File: src/rtl/sr_cmd_if.sv
// Command/drive/feedback bundle between a command source and sr_cmd_driver.
// The master side issues commands and returns q_fb; the slave side is the driver.
interface sr_cmd_if;
   logic       req_valid;
   logic       req_op;
   logic       req_ready;
   logic       s;
   logic       r;
   logic       q_fb;
   logic       done;
   logic       err;
   logic [7:0] err_cnt;

   modport master (
      output req_valid, req_op, q_fb,
      input  req_ready, s, r, done, err, err_cnt
   );

   modport slave (
      input  req_valid, req_op, q_fb,
      output req_ready, s, r, done, err, err_cnt
   );
endinterface

File: src/rtl/sr_cmd_driver.sv
// Drives set/reset pulses into an external SR flip-flop, confirms the result on q_fb
// within a bounded window, then enforces an idle gap before the next command.
module sr_cmd_driver #(
   parameter int unsigned PULSE_W = 2,
   parameter int unsigned GAP_W   = 1,
   parameter int unsigned TMO     = 4
) (
   input logic     clk,
   input logic     rst_n,
   sr_cmd_if.slave bus
);

   generate
      if (PULSE_W < 1 || PULSE_W > 255) begin : g_bad_pulse_w
         $error("sr_cmd_driver: PULSE_W out of range 1..255");
      end
      if (GAP_W < 1 || GAP_W > 255) begin : g_bad_gap_w
         $error("sr_cmd_driver: GAP_W out of range 1..255");
      end
      if (TMO < 1 || TMO > 255) begin : g_bad_tmo
         $error("sr_cmd_driver: TMO out of range 1..255");
      end
   endgenerate

   // Counters load "cycles remaining minus one" so each phase exits when they hit zero.
   localparam logic [7:0] PULSE_LD = 8'(PULSE_W - 1);
   localparam logic [7:0] TMO_LD   = 8'(TMO - 1);
   localparam logic [7:0] GAP_LD   = 8'(GAP_W - 1);

   typedef enum logic [1:0] {
      IDLE  = 2'd0,
      PULSE = 2'd1,
      CHECK = 2'd2,
      GAP   = 2'd3
   } state_t;

   state_t     state_q, state_d;
   logic [7:0] cnt_q, cnt_d;
   logic       op_q, op_d;
   logic       s_q, s_d;
   logic       r_q, r_d;
   logic       done_q, done_d;
   logic       err_q, err_d;
   logic [7:0] err_cnt_q, err_cnt_d;

   always_comb begin
      state_d   = state_q;
      cnt_d     = cnt_q;
      op_d      = op_q;
      done_d    = 1'b0;
      err_d     = 1'b0;
      err_cnt_d = err_cnt_q;

      case (state_q)
         IDLE: begin
            if (bus.req_valid) begin
               state_d = PULSE;
               op_d    = bus.req_op;
               cnt_d   = PULSE_LD;
            end
         end
         PULSE: begin
            if (cnt_q == 8'd0) begin
               state_d = CHECK;
               cnt_d   = TMO_LD;
            end else begin
               cnt_d = cnt_q - 8'd1;
            end
         end
         CHECK: begin
            if (bus.q_fb == op_q) begin
               state_d = GAP;
               done_d  = 1'b1;
               cnt_d   = GAP_LD;
            end else if (cnt_q == 8'd0) begin
               state_d = GAP;
               err_d   = 1'b1;
               cnt_d   = GAP_LD;
               if (err_cnt_q != 8'hFF) begin
                  err_cnt_d = err_cnt_q + 8'd1;
               end
            end else begin
               cnt_d = cnt_q - 8'd1;
            end
         end
         GAP: begin
            if (cnt_q == 8'd0) begin
               state_d = IDLE;
               cnt_d   = 8'd0;
            end else begin
               cnt_d = cnt_q - 8'd1;
            end
         end
         default: begin
            state_d = IDLE;
            cnt_d   = 8'd0;
         end
      endcase

      // s and r come from one decoded condition with opposite polarity, so they cannot overlap.
      s_d = (state_d == PULSE) &&  op_d;
      r_d = (state_d == PULSE) && !op_d;
   end

   always_ff @(posedge clk or negedge rst_n) begin
      if (!rst_n) begin
         state_q   <= IDLE;
         cnt_q     <= 8'd0;
         op_q      <= 1'b0;
         s_q       <= 1'b0;
         r_q       <= 1'b0;
         done_q    <= 1'b0;
         err_q     <= 1'b0;
         err_cnt_q <= 8'd0;
      end else begin
         state_q   <= state_d;
         cnt_q     <= cnt_d;
         op_q      <= op_d;
         s_q       <= s_d;
         r_q       <= r_d;
         done_q    <= done_d;
         err_q     <= err_d;
         err_cnt_q <= err_cnt_d;
      end
   end

   assign bus.req_ready = (state_q == IDLE);
   assign bus.s         = s_q;
   assign bus.r         = r_q;
   assign bus.done      = done_q;
   assign bus.err       = err_q;
   assign bus.err_cnt   = err_cnt_q;

endmodule
File: src/flat_wrapper.sv
// flat-port wrapper written by rule: the top's interface ports become plain ports
module sr_cmd_driver_flat 
#(
   parameter int unsigned PULSE_W = 2,
   parameter int unsigned GAP_W   = 1,
   parameter int unsigned TMO     = 4
)
  (clk, rst_n, bus_req_valid, bus_req_op, bus_q_fb, bus_req_ready, bus_s, bus_r, bus_done, bus_err, bus_err_cnt);
  sr_cmd_if bus_i ();
  input logic clk;
  input logic rst_n;
  input wire logic [$bits(bus_i.req_valid)-1:0] bus_req_valid;
  input wire logic [$bits(bus_i.req_op)-1:0] bus_req_op;
  input wire logic [$bits(bus_i.q_fb)-1:0] bus_q_fb;
  output wire logic [$bits(bus_i.req_ready)-1:0] bus_req_ready;
  output wire logic [$bits(bus_i.s)-1:0] bus_s;
  output wire logic [$bits(bus_i.r)-1:0] bus_r;
  output wire logic [$bits(bus_i.done)-1:0] bus_done;
  output wire logic [$bits(bus_i.err)-1:0] bus_err;
  output wire logic [$bits(bus_i.err_cnt)-1:0] bus_err_cnt;
  assign bus_i.req_valid = bus_req_valid;
  assign bus_i.req_op = bus_req_op;
  assign bus_i.q_fb = bus_q_fb;
  assign bus_req_ready = bus_i.req_ready;
  assign bus_s = bus_i.s;
  assign bus_r = bus_i.r;
  assign bus_done = bus_i.done;
  assign bus_err = bus_i.err;
  assign bus_err_cnt = bus_i.err_cnt;
  sr_cmd_driver #(.PULSE_W(PULSE_W), .GAP_W(GAP_W), .TMO(TMO)) u_core (.clk(clk), .rst_n(rst_n), .bus(bus_i));
endmodule
File: config.mk
export PLATFORM = sky130hd
export DESIGN_NAME = sr_cmd_driver_flat
export DESIGN_NICKNAME = d
export VERILOG_FILES = /design/src/rtl/sr_cmd_if.sv /design/src/rtl/sr_cmd_driver.sv /design/src/flat_wrapper.sv
export SDC_FILE = /design/constraint.sdc
export NUM_CORES = 1
export LEC_CHECK = 0
export BUFFER_PORTS_ARGS = -buffer_cell sky130_fd_sc_hd__buf_2
export CORE_MARGIN = 5
export CORE_UTILIZATION = 57
export CTS_BUF_LIST = sky130_fd_sc_hd__clkbuf_8
export DETAILED_ROUTE_END_ITERATION = 10
export PLACE_DENSITY = 0.8
export SETUP_SLACK_MARGIN = 0.15
export SKIP_LAST_GASP = 1
export SYNTH_ARGS = -nofsm -noshare
export SYNTH_HDL_FRONTEND = slang
export SYNTH_SLANG_ARGS = --single-unit
File: constraint.sdc
create_clock -name clk -period 2.8 [get_ports clk]
set_input_delay 0.56 -clock clk [delete_from_list [all_inputs] [get_ports clk]]
set_output_delay 0.56 -clock clk [all_outputs]
set_load 0.02 [all_outputs]
==> impl_metrics.yaml, run 1 <==
routing:
  post_drt_wl_per_cell_um: 13.7
  via_per_inst: 5.66
  antenna_left: 0
  drcViolationCount: 0
  first_iter_violations: 4
  routed_wl_um: 2130
  vias: 883
  drtPass1Iterations: 4
logic_synthesis:
  synth_top_cell_by_area: "dfrtp_1"
  yosysTopAreaCellShare: 0.505
  async_flop_share: 1.00
  synth_cell_types: 33
  seq_area_frac_synth: 0.505
  ys_ff_latch: 23
  synth_fp_nets: 117
  yosysWarnings: 0
  synthTopCellsByArea: "dfrtp_1 50%, xnor2_1 3.8%, nor4_4 3.7%, nor3_1 3.5%, nand2_1 3.3%"
  synth.avg_cell_area_sq_um: 10.4
  synth-main-ff-cell: "dfrtp_1"
  synth_area_sq_mm: 0.00114
  synth_cells: 110
  synth-edff-count: 0
clock_tree:
  cts_tree: "done"
  cts-root-buf: "clkbuf_8"
  htreeDepth: 1
  cts_resized: 0
  numClockSinks: 23
  clkTransAtPathRegs_ns: 0.08
  hold_buffers: 0
  worstSkewPairLatency_ns: 0.26
  cts_buffer_depth: 2
  numCtsBuffers: 3
  cts_setup_buffers: 0
global_route:
  grt.total_usage: 0.178
  grt_pass1_vias: 857
  grt_overflow: 0
  antenna_found_initial: 0
  grt_pass1_wl_um: 3840
  grt_max_degree: 24
sta:
  holdWs_ns: 0.253
  setup_viol: 0
  fmax_mhz: 466
  worst_pin_slew_ns: 0.573
  skew_ns: 0.00575
  hold_viol_final: 0
  fin_crit_ns: 2.15
  period_share: 0.766
  slew_headroom: 0.615
  rsz0062_at_grt: "no"
  fin_tns_setup_ns: 0
  drv_slew: 0
floorplanning:
  num_io_pins: 18
  rows: 16
  dieArea_sq_mm: 0.00299
  dieWidth_um: 54.7
  initial_core_util: 0.587
  die_h_um: 54.7
  coreArea_sq_mm: 0.00194
cells_and_area:
  fin_util: 0.668
  final_cell_mix: "23 x dfrtp_1, 17 x buf_2, 10 x nand2_1"
  multi_input_area_sq_um: 534
  final_area_sq_mm: 0.00130
  fillers: 164
  seq_area_sq_um: 576
  layout.cells.most_common: "dfrtp_1"
  final_nets: 137
  drive_gt1_frac: 0.217
  syn_to_final_growth_pct: 13.8
  n_antenna_cell: 0
pwr:
  worst_ir_drop_vdd_v: 0.000563
  finalPower_w: 0.00114
  power.density_mw_per_mm2: 878
  leakagePower_nw: 0.631
placed_design:
  routabilityCongestion: 0.814
  io_buffer_count: 17
  dpl_cell_area_sq_mm: 0.00125
  dp_hpwl_um: 1660
job:
  drv_cap: 0
setup_path:
  cpMaxStageDelayCell: "nor4_4"
  worst-path-max-fanout: 7
  cp_cell_sequence: "inv_1, ha_1, nor3b_1, nand2_2, nor4_4, mux2_2"
  required_ns: 2.95
  worst_path_dominant_cell_family: "simple AND/OR/NAND/NOR gates"
  crit_path_end_kind: "register"
  critPathBufInv: 1
  critical_path_class: "register to register"
  arrival_ns: 2.29
  crit_path_start_kind: "register"
  critPathMaxStageDelay_ns: 0.46
min_path:
  hp-class: "input pin to async pin"
outcome:
  status: "complete, no violations"
## metrics by stage
step	std cells	setup slack, ns
finish	156	0.655
global route	156	0.517
CTS	156	0.655
detailed placement	152	0.667
global placement	152	0.754
floorplan	110	0.836
## flip-flops by register name (all words and copies together) (netlist names)
name and count:
u_core.bus.r 1, u_core.cnt_q 8, u_core.bus.done 1, u_core.bus.err 1, u_core.op_q 1, u_core.bus.err_cnt 8, u_core.state_q 2, u_core.bus.s 1
## power by group
group          switching, W  internal (W)  total, W
clock network      0.000102     0.0000991  0.000201
logic              0.000208      0.000177  0.000385
registers          0.000131      0.000422  0.000553
## worst paths after layout
path                                  startpoint               endpoint  slack, ns  cells after the start
max                              u_core.cnt_q[0]  u_core.bus.err_cnt[1]       0.65                      6
min                                        rst_n        u_core.cnt_q[6]       0.25                      1
max reg2reg                      u_core.cnt_q[0]  u_core.bus.err_cnt[1]       0.65                      6
min reg2reg                u_core.bus.err_cnt[4]  u_core.bus.err_cnt[4]       0.51                      1
max in group asynchronous                  rst_n  u_core.bus.err_cnt[6]       2.21                      1
min in group clk           u_core.bus.err_cnt[4]  u_core.bus.err_cnt[4]       0.51                      1
## synth_stat cells (3+ instances only)
| cell | instances |
|---|---|
| a31oi_1 | 3 |
| inv_1 | 6 |
| a21oi_1 | 5 |
| nor2_1 | 6 |
| o21ai_0 | 4 |
| nand4_1 | 5 |
| nor4_1 | 3 |
| xnor2_1 | 5 |
| xor2_1 | 4 |
| dfrtp_1 | 23 |
| nor3_1 | 8 |
| nand2_1 | 10 |
## layer usage
metal | share of wire | up-vias | GRT usage
met3 | 0.038 | 4 | 0.0354
met5 | 0 | - | 0
li1 | - | 439 | -
met4 | 0.0094 | 0 | 0.0498
met2 | 0.49 | 13 | 0.289
met1 | 0.47 | 427 | 0.238
## logic make-up (layout without fill, tap and decap cells)
logic type	count (synthesis)	count (layout)	share of synthesized area
AND/OR/NAND/NOR	47	47	0.249
AO/OA/AOI/OAI	18	18	0.0999
flip-flops	23	23	0.505
XOR/XNOR	9	9	0.0691
multiplexers	3	3	0.0285
adder cells (fa/ha/maj)	2	2	0.0220
buffers and inverters	8	27	0.0263
## final cells by class
type / instances / share of cell area
multi-input cells: 79 / 0.412
clock buffers: 3 / 0.0318
repair buffers: 17 / 0.0656
clock inverters: 1 / 0.00386
well taps: 27 / 0.0260
flip-flops and latches: 23 / 0.444
inverters: 6 / 0.0174
(Power assumes the default switching activity.)
==> run 2, diff against run 1 <==
- ABC_AREA: not set -> 1
- CORE_UTILIZATION: 57 -> 58
- PLACE_DENSITY: 0.8 -> 0.81
- clock period: 2.8 -> 2.04 ns (I/O delays scaled with it)
==> run 2 against run 1 <==
  * Register-to-register slack worse by 0.26 ns
  * Via count increased by 9.9%
  * Synthesized area grew 7.6%
  * Combinational power is 97% higher
  * Sequential power grew 29%
  * Non-clock buffer count did not move
  * Routed wire length rose by 0.47%
  * First-iteration DRC count increased to 4.5 times the previous value
==> impl_metrics.yaml, run 2 <==
outcome:
  status: "complete, no violations"
routing:
  via_per_inst: 4.90
  routed_wl_um: 2140
  antenna_left: 0
  drcViolationCount: 0
  vias: 970
  post_drt_wl_per_cell_um: 10.8
  drtPass1Iterations: 5
  first_iter_violations: 18
clock_tree:
  numCtsBuffers: 3
  cts-root-buf: "clkbuf_8"
  numClockSinks: 23
  worstSkewPairLatency_ns: 0.26
  cts_setup_buffers: 0
  cts_tree: "done"
  cts_buffer_depth: 2
  cts_resized: 0
  clkTransAtPathRegs_ns: 0.08
  hold_buffers: 0
  htreeDepth: 1
sta:
  period_share: 0.806
  fin_ws_ns: 0.396
  worst_pin_slew_ns: 0.494
  holdWs_ns: 0.103
  fin_tns_setup_ns: 0
  skew_ns: 0.00572
  fin_crit_ns: 1.64
  setup_viol: 0
  slew_headroom: 0.670
  drv_slew: 0
  fmax_mhz: 608
  rsz0062_at_grt: "no"
  hold_viol_final: 0
logic_synthesis:
  synth_fp_nets: 158
  ys_ff_latch: 23
  synth-edff-count: 0
  async_flop_share: 1.00
  yosysWarnings: 0
  synth_area_sq_mm: 0.00123
  post-synth-top-count-cell: "nand2_1"
  synth_top_cell_by_area: "dfrtp_1"
  synth_common_cells: "45 x nand2_1, 23 x dfrtp_1, 20 x inv_1"
  synth_cell_types: 19
  seq_area_frac_synth: 0.469
  synth_cells: 151
  synth.avg_cell_area_sq_um: 8.12
  synth-main-ff-cell: "dfrtp_1"
  yosysTopAreaCellShare: 0.469
  synthTopCellsByArea: "dfrtp_1 47%, nand2_1 14%, inv_1 6.1%, nor2_1 5.8%, xor2_1 5.7%"
placed_design:
  io_buffer_count: 17
  routabilityCongestion: 0.832
  dp_hpwl_um: 1730
  pre_cts_slack_ns: 0.405
cells_and_area:
  final_nets: 179
  multi_input_area_sq_um: 561
  fin_util: 0.696
  drive_gt1_frac: 0.175
  final_cell_mix: "45 x nand2_1, 23 x dfrtp_1, 21 x inv_1"
  n_antenna_cell: 0
  fillers: 163
  syn_to_final_growth_pct: 12.4
  layout.cells.most_common: "nand2_1"
  seq_area_sq_um: 576
floorplanning:
  die_h_um: 56.0
  initial_core_util: 0.619
  coreArea_sq_mm: 0.00198
  rows: 16
  dieWidth_um: 56.0
  dieArea_sq_mm: 0.00313
  num_io_pins: 18
global_route:
  grt_pass1_wl_um: 3710
  grt_pass1_vias: 893
  grt.total_usage: 0.150
  antenna_found_initial: 0
  grt_max_degree: 24
  grt_overflow: 0
setup_path:
  required_ns: 2.18
  arrival_ns: 1.79
  regToRegSetupSlack_ns: 0.40
  critical_path_class: "register to register"
  crit_path_end_kind: "register"
  crit_path_start_kind: "register"
  worst-path-max-fanout: 11
pwr:
  worst_ir_drop_vdd_v: 0.000851
  leakagePower_nw: 0.746
  power.density_mw_per_mm2: 1260
  finalPower_w: 0.00173
min_path:
  hp-class: "input pin to async pin"
job:
  drv_cap: 0
## run 2: layer usage
layer  global-route usage  up-vias  wire length, um
li1                     -      506                -
met1                0.170      447              946
met2                0.262       13             1100
met3               0.0348        4               58
met4               0.0712        0               38
met5                    0        -                0
## run 2: report_power, final
part           switching (W)  internal, W
registers           0.000116     0.000595
clock network       0.000131     0.000134
logic               0.000491     0.000268
total               0.000738     0.000997
## run 2: cell type report
cell class,instances,area share
clock buffer,3,0.0299
multi-input combinational,106,0.407
timing repair buffer,17,0.0617
clock inverter,1,0.00272
inverter,21,0.0572
sequential,23,0.417
tap,27,0.0245
## run 2: kinds of logic (layout without fill, tap and decap cells)
logic type      Yosys count  in the layout  synth area share
buf+inv                  22             42            0.0735
simple gates             78             78             0.273
fa+ha+maj                 2              2            0.0204
flops                    23             23             0.469
xor+xnor                 12             12            0.0918
compound gates           14             14            0.0714
## run 2: final timing paths
check                                 from                    end  depth (start not counted)
min                                  rst_n        u_core.cnt_q[1]                          1
max in group asynchronous            rst_n            u_core.op_q                          1
max reg2reg                u_core.cnt_q[0]  u_core.bus.err_cnt[4]                          7
min in group clk                bus_req_op            u_core.op_q                          3
min reg2reg                u_core.cnt_q[7]        u_core.cnt_q[7]                          2
max                        u_core.cnt_q[0]  u_core.bus.err_cnt[4]                          7
## run 2: stage by stage
step	instances	instance area, sq um
floorplan	151	1230
global placement	194	1330
detailed placement	194	1330
CTS	198	1380
global route	198	1380
finish	198	1380
## run 2: critical path: stages (launching register included)
cell and delay [ns]:
dfrtp_1 0.39, inv_1 0.08, ha_1 0.18, nand2_1 0.10, nor2_4 0.20, nand3_2 0.27, inv_1 0.21, o21ai_0 0.10
